--- config.mk ---
export PLATFORM = sky130hd
export DESIGN_NAME = tri_pixel_collector
export DESIGN_NICKNAME = d
export VERILOG_FILES = /design/src/rtl/tri_pixel_collector.sv
export SDC_FILE = /design/constraint.sdc
export NUM_CORES = 1
export LEC_CHECK = 0
export BUFFER_PORTS_ARGS = -buffer_cell sky130_fd_sc_hd__buf_2
export CORE_UTILIZATION = 45
export CTS_BUF_LIST = sky130_fd_sc_hd__clkbuf_8
export DETAILED_ROUTE_END_ITERATION = 8
export HOLD_SLACK_MARGIN = 0.05
export PLACE_DENSITY = 0.67
export SLEW_MARGIN = 20
export SYNTH_ARGS = -nofsm -noshare
export SYNTH_HDL_FRONTEND = slang
export SYNTH_SLANG_ARGS = --single-unit
--- constraint.sdc ---
create_clock -name clk -period 4.4 [get_ports clk]
set_input_delay 0.22 -clock clk [delete_from_list [all_inputs] [get_ports clk]]
set_output_delay 0.22 -clock clk [all_outputs]
set_load 0.02 [all_outputs]
--- src/rtl/tri_pixel_collector.sv ---
// Pixel-stream sink for the triangle rasterizer on an 8x8 grid.
// Captures emitted pixels into a 64-bit bitmap and tracks unique count, bounding box,
// duplicate and overrun flags. On completion the bitmap is drained one row per
// valid/ready acceptance, followed by a one-cycle done pulse.
module tri_pixel_collector (
  input  logic       clk,
  input  logic       reset,
  input  logic       busy,
  input  logic       po,
  input  logic [2:0] xo,
  input  logic [2:0] yo,
  input  logic       row_ready,
  output logic       row_valid,
  output logic [2:0] row_idx,
  output logic [7:0] row_data,
  output logic [6:0] pix_cnt,
  output logic [2:0] xmin,
  output logic [2:0] xmax,
  output logic [2:0] ymin,
  output logic [2:0] ymax,
  output logic       dup_err,
  output logic       overrun,
  output logic       done
);

  typedef enum logic [1:0] {
    StIdle    = 2'd0,
    StCollect = 2'd1,
    StDrain   = 2'd2
  } state_e;

  state_e      state_q, state_d;
  logic        busy_q;
  logic [63:0] bitmap_q, bitmap_d;
  logic [6:0]  cnt_q, cnt_d;
  logic [2:0]  xmin_q, xmin_d, xmax_q, xmax_d;
  logic [2:0]  ymin_q, ymin_d, ymax_q, ymax_d;
  logic        dup_q, dup_d;
  logic        ovr_q, ovr_d;
  logic        rv_q, rv_d;
  logic [2:0]  idx_q, idx_d;
  logic [7:0]  data_q, data_d;
  logic        done_q, done_d;

  logic        rise;
  logic        clear;
  logic        capture;
  logic        ovr_set;
  logic        go_drain;
  logic [5:0]  pix_pos;
  logic [2:0]  next_idx;

  assign rise     = busy & ~busy_q;
  // Bitmap bit index: row y occupies bits [8*y +: 8], column x is bit x within the row.
  assign pix_pos  = {yo, xo};
  assign next_idx = idx_q + 3'd1;

  // Next-state logic: FSM decode first, then clear, capture and drain-entry in that order
  // so a capture in the same cycle as a clear lands in the freshly cleared bitmap.
  always_comb begin
    state_d  = state_q;
    bitmap_d = bitmap_q;
    cnt_d    = cnt_q;
    xmin_d   = xmin_q;
    xmax_d   = xmax_q;
    ymin_d   = ymin_q;
    ymax_d   = ymax_q;
    dup_d    = dup_q;
    ovr_d    = ovr_q;
    rv_d     = rv_q;
    idx_d    = idx_q;
    data_d   = data_q;
    done_d   = 1'b0;
    clear    = 1'b0;
    capture  = 1'b0;
    ovr_set  = 1'b0;
    go_drain = 1'b0;

    unique case (state_q)
      StIdle: begin
        if (rise) begin
          clear   = 1'b1;
          state_d = StCollect;
        end
      end
      StCollect: begin
        capture = po;
        // The final pixel may arrive together with busy falling; it is captured first.
        if (!busy) begin
          go_drain = 1'b1;
          state_d  = StDrain;
        end
      end
      StDrain: begin
        if (rise) begin
          // New triangle preempts the drain; its first pixel belongs to the new bitmap.
          clear   = 1'b1;
          ovr_set = 1'b1;
          capture = po;
          rv_d    = 1'b0;
          state_d = StCollect;
        end else if (row_ready) begin
          if (idx_q == 3'd7) begin
            rv_d    = 1'b0;
            done_d  = 1'b1;
            state_d = StIdle;
          end else begin
            idx_d  = next_idx;
            data_d = bitmap_q[{next_idx, 3'b000} +: 8];
          end
        end
      end
      default: begin
        state_d = StIdle;
      end
    endcase

    if (clear) begin
      bitmap_d = '0;
      cnt_d    = '0;
      xmin_d   = 3'd7;
      xmax_d   = 3'd0;
      ymin_d   = 3'd7;
      ymax_d   = 3'd0;
      dup_d    = 1'b0;
      ovr_d    = 1'b0;
    end

    if (ovr_set) begin
      ovr_d = 1'b1;
    end

    if (capture) begin
      if (bitmap_d[pix_pos]) begin
        dup_d = 1'b1;
      end else begin
        bitmap_d[pix_pos] = 1'b1;
        cnt_d             = cnt_d + 7'd1;
        if (xo < xmin_d) xmin_d = xo;
        if (xo > xmax_d) xmax_d = xo;
        if (yo < ymin_d) ymin_d = yo;
        if (yo > ymax_d) ymax_d = yo;
      end
    end

    if (go_drain) begin
      rv_d   = 1'b1;
      idx_d  = 3'd0;
      data_d = bitmap_d[7:0];
    end
  end

  // State and datapath registers with asynchronous active-high reset.
  always_ff @(posedge clk or posedge reset) begin
    if (reset) begin
      state_q  <= StIdle;
      busy_q   <= 1'b0;
      bitmap_q <= '0;
      cnt_q    <= '0;
      xmin_q   <= 3'd7;
      xmax_q   <= 3'd0;
      ymin_q   <= 3'd7;
      ymax_q   <= 3'd0;
      dup_q    <= 1'b0;
      ovr_q    <= 1'b0;
      rv_q     <= 1'b0;
      idx_q    <= 3'd0;
      data_q   <= 8'd0;
      done_q   <= 1'b0;
    end else begin
      state_q  <= state_d;
      busy_q   <= busy;
      bitmap_q <= bitmap_d;
      cnt_q    <= cnt_d;
      xmin_q   <= xmin_d;
      xmax_q   <= xmax_d;
      ymin_q   <= ymin_d;
      ymax_q   <= ymax_d;
      dup_q    <= dup_d;
      ovr_q    <= ovr_d;
      rv_q     <= rv_d;
      idx_q    <= idx_d;
      data_q   <= data_d;
      done_q   <= done_d;
    end
  end

  assign row_valid = rv_q;
  assign row_idx   = idx_q;
  assign row_data  = data_q;
  assign pix_cnt   = cnt_q;
  assign xmin      = xmin_q;
  assign xmax      = xmax_q;
  assign ymin      = ymin_q;
  assign ymax      = ymax_q;
  assign dup_err   = dup_q;
  assign overrun   = ovr_q;
  assign done      = done_q;

endmodule

==> summary.txt <==
Outcome
  – Status: completed

GRT
  – Largest net degree at the start of global routing: 58
  – First-pass GRT wire length: 23,900 um
  – Congestion Overflow GR: 0
  – Initial antenna violation count: 0
  – GRT Overall Usage: 24.3%
  – Vias in the first global route: 4,452

Clocking
  – TritonCTS clock tree: built
  – Num CTS Buffers: 9
  – Clk buf depth: 2
  – Total clock sinks: 101
  – Root buffer cell: clkbuf_8
  – Resized Gates After CTS: 0
  – Worst-skew pair later-pin latency: 0.38 ns
  – Hold-fix buffers, CTS: 2
  – Htree depth: 3
  – Worst-path clk slew: 0.09 ns
  – Setup Buffers After CTS: 0

Critical path
  – Critical path's most frequent cell: nand4_1
  – Critical Path Start Type: input port
  – WP data required: 4.69 ns
  – Max FO, Critical Path: 31
  – Top delay family on crit path: simple AND/OR/NAND/NOR gates
  – Worst path slowest cell: nor3_4
  – Crit Path Class: input port to flop
  – Critical Path AT: 3.78 ns
  – CP peak stage delay: 0.70 ns
  – Critical Path End Type: flop
  – Crit path cell chain: dlygate4sd3_1 > buf_2 > nor2b_1 > o21ai_4 > nand4_1 > a21oi_1 > nand4b_2 > nor3_4 > nand4_1 > o21ai_0
  – CP bufs+invs: 2

STA
  – Max Freq: 286 MHz
  – Max-slew violation count: 0
  – Worst slew margin: 29.7%
  – Worst setup margin: 0.909 ns
  – Min cycle time layout: 3.49 ns
  – Hold WS: 0.132 ns
  – Final Cycle Share: 79.3%
  – Setup TNS: 0 ns
  – Final setup viols: 0
  – Skew final: 0.00860 ns
  – Hold Violations, Final: 0
  – Worst Max-Slew Pin Slew: 1.05 ns
  – RSZ-0062 raised after global routing: false

Logic synthesis
  – Register area share after synthesis: 45.6%
  – Yosys reg bits: 101
  – Post-synth EDFFs: 0
  – Mapped Nets: 558
  – Post-Syn Instances: 529
  – Yosys warnings: 0
  – Async SR Flop Fraction: 100%
  – Synth Area per Inst: 10.5 um^2
  – Post-synthesis cell area: 5560 um^2
  – Primary FF master, synth: dfrtp_1
  – Synth cell types: 53

Cells and area
  – Ant diodes: 0
  – Area grow syn2layout: 9.25%
  – Share of cells above drive strength 1: 19.0%
  – Post-route cell area: 6080 um^2
  – Area of the multi-input gates: 2840 um^2
  – Net count, final: 587
  – Final-layout fill cell count: 1,132
  – FF/Latch Area: 2530 um^2

Min path
  – Worst hold path type: input port to flop

Drt
  – Drc violations: 0
  – Routed vias: 4,408
  – Drt first pass iters: 5
  – Post-DR vias/cell: 6.21
  – Routed wire length: 14,500 um
  – DR WL/cell: 20.5 um
  – DR iter-0 viols: 489
  – Routed Antenna Nets: 0

Placed design
  – Count of input and output buffers: 44
  – Post-DP Area: 5880 um^2
  – Routability cong.: 0.885
  – DP Wirelength: 10,500 um
  – Worst slack, placed: 0.738 ns

Die
  – Die Width: 113 um
  – Row cnt: 40
  – Die height: 113 um
  – IO Pins: 45
  – Core area: 12,000 um^2
  – Die area: 12,800 um^2
  – Initial Util: 46.3%

Flow run
  – Number of max-cap violations: 0

Power
  – Power Density: 462 nW/um^2
  – Peak supply drop: 188 uV
  – Leakage: 2.79 nW
state kept, by name, summed over array words and instances (netlist names), 2 cells and up:
| register | cells |
|---|---|
| bitmap_q | 64 |
| pix_cnt | 7 |
| row_data | 8 |
| row_idx | 3 |
| state_q | 2 |
| xmax | 3 |
| xmin | 3 |
| ymax | 3 |
| ymin | 3 |
kinds of logic after synthesis:
kind of cell / share of synthesized area (%)
AO/OA/AOI/OAI: 16.8
XOR/XNOR: 0.630
adder cells (fa/ha/maj): 4.05
buffers and inverters: 3.58
flip-flops: 45.6
multiplexers: 15.5
AND/OR/NAND/NOR: 13.9
per-stage QoR:
step / util, % / total power [mW] / std cells
global route: 50.6 / 2.98 / 710
floorplan: - / 1.99 / 529
detailed placement: 49.0 / 2.29 / 692
CTS: 50.6 / 2.83 / 710
global placement: 49.0 / 2.26 / 692
finish: 50.6 / 2.81 / 710
Yosys cell counts, types with 2 or more instances:
cell	n	area, um^2
ha_1	18	225
nand4_1	4	25.0
nand3_1	10	50.1
and3_1	3	18.8
mux2i_1	32	320
a311o_1	2	20.0
nor3b_4	2	37.5
a211oi_1	5	37.5
nor2b_1	5	31.3
buf_2	6	30.0
and2_1	6	37.5
nor2_1	18	67.6
mux4_2	18	405
inv_1	11	41.3
mux2_2	11	124
xnor2_1	2	17.5
o21ai_0	50	250
o21a_1	3	22.5
nand3b_1	6	45.0
o211ai_1	4	30.0
dfrtp_1	95	2380
xor2_1	2	17.5
nand2b_1	3	18.8
a221o_1	2	20.0
a221oi_1	2	17.5
a21oi_1	14	70.1
a22o_1	31	272
buf_4	4	30.0
nand2_1	84	315
dfstp_2	6	158
a211o_1	2	17.5
a31oi_1	5	31.3
a21o_1	3	22.5
o2bb2ai_1	2	17.5
clkbuf_1	23	86.3
nor3_1	13	65.1
buf_1	2	7.51
a22oi_1	5	37.5
where the power goes:
| part | internal, mW | switching [mW] |
|---|---|---|
| Sequential | 1.09 | 0.0955 |
| Combinational | 0.417 | 0.664 |
| Clock | 0.229 | 0.308 |
| Total | 1.74 | 1.07 |
tightest hold or removal path: stages:
cell and delay [ns]:
buf_2 0.11, nand2_1 0.09, nor3b_1 0.06
layer usage:
layer,global-route usage (%),vias up,wire length [um]
li1,-,1995,-
met1,35.2,2180,6570
met2,35.2,200,6450
met3,4.12,33,1020
met4,12.2,0,498
met5,0,-,0
placed cells by master, fill, tap and decap left out, drive strengths merged, types with 3 or more instances in the layout:
cell,Yosys,layout
dfrtp,95,95
nand2,84,84
buf,12,51
o21ai,50,50
mux2i,32,32
a22o,31,31
mux4,18,18
nor2,18,18
ha,18,18
a21oi,14,14
inv,11,14
nor3,14,14
mux2,12,12
clkbuf,23,11
nand3,10,10
nand3b,6,6
and2,6,6
dfstp,6,6
nor2b,5,5
a31oi,5,5
a22oi,5,5
a211oi,5,5
nand4,4,4
o211ai,4,4
nand2b,3,3
o21a,3,3
and3,3,3
a21o,3,3
nor3b,3,3
clkinv,1,3
final cells by class:
cell class / instances / area share, %
timing repair buffer: 53 / 4.82
tap: 147 / 3.03
inverter: 12 / 0.783
clock inverter: 5 / 0.350
multi-input combinational: 381 / 46.8
sequential: 101 / 41.7
clock buffer: 11 / 2.49
worst paths after layout:
check / slack, ns / depth (start not counted) / end / start
worst max-delay path: 0.91 / 10 / bitmap_q[43]$_DFF_PP0_ / busy
worst max register to register: 1.07 / 8 / bitmap_q[43]$_DFF_PP0_ / busy_q$_DFF_PP0_
min in group asynchronous: 0.49 / 3 / bitmap_q[7]$_DFF_PP0_ / reset
worst min register to register: 0.48 / 1 / overrun$_DFFE_PP0P_ / overrun$_DFFE_PP0P_
max in group asynchronous: 2.88 / 4 / ymin[1]$_DFF_PP1_ / reset
worst min-delay path: 0.13 / 3 / done$_DFF_PP0_ / row_ready
(Power assumes the default switching activity.)
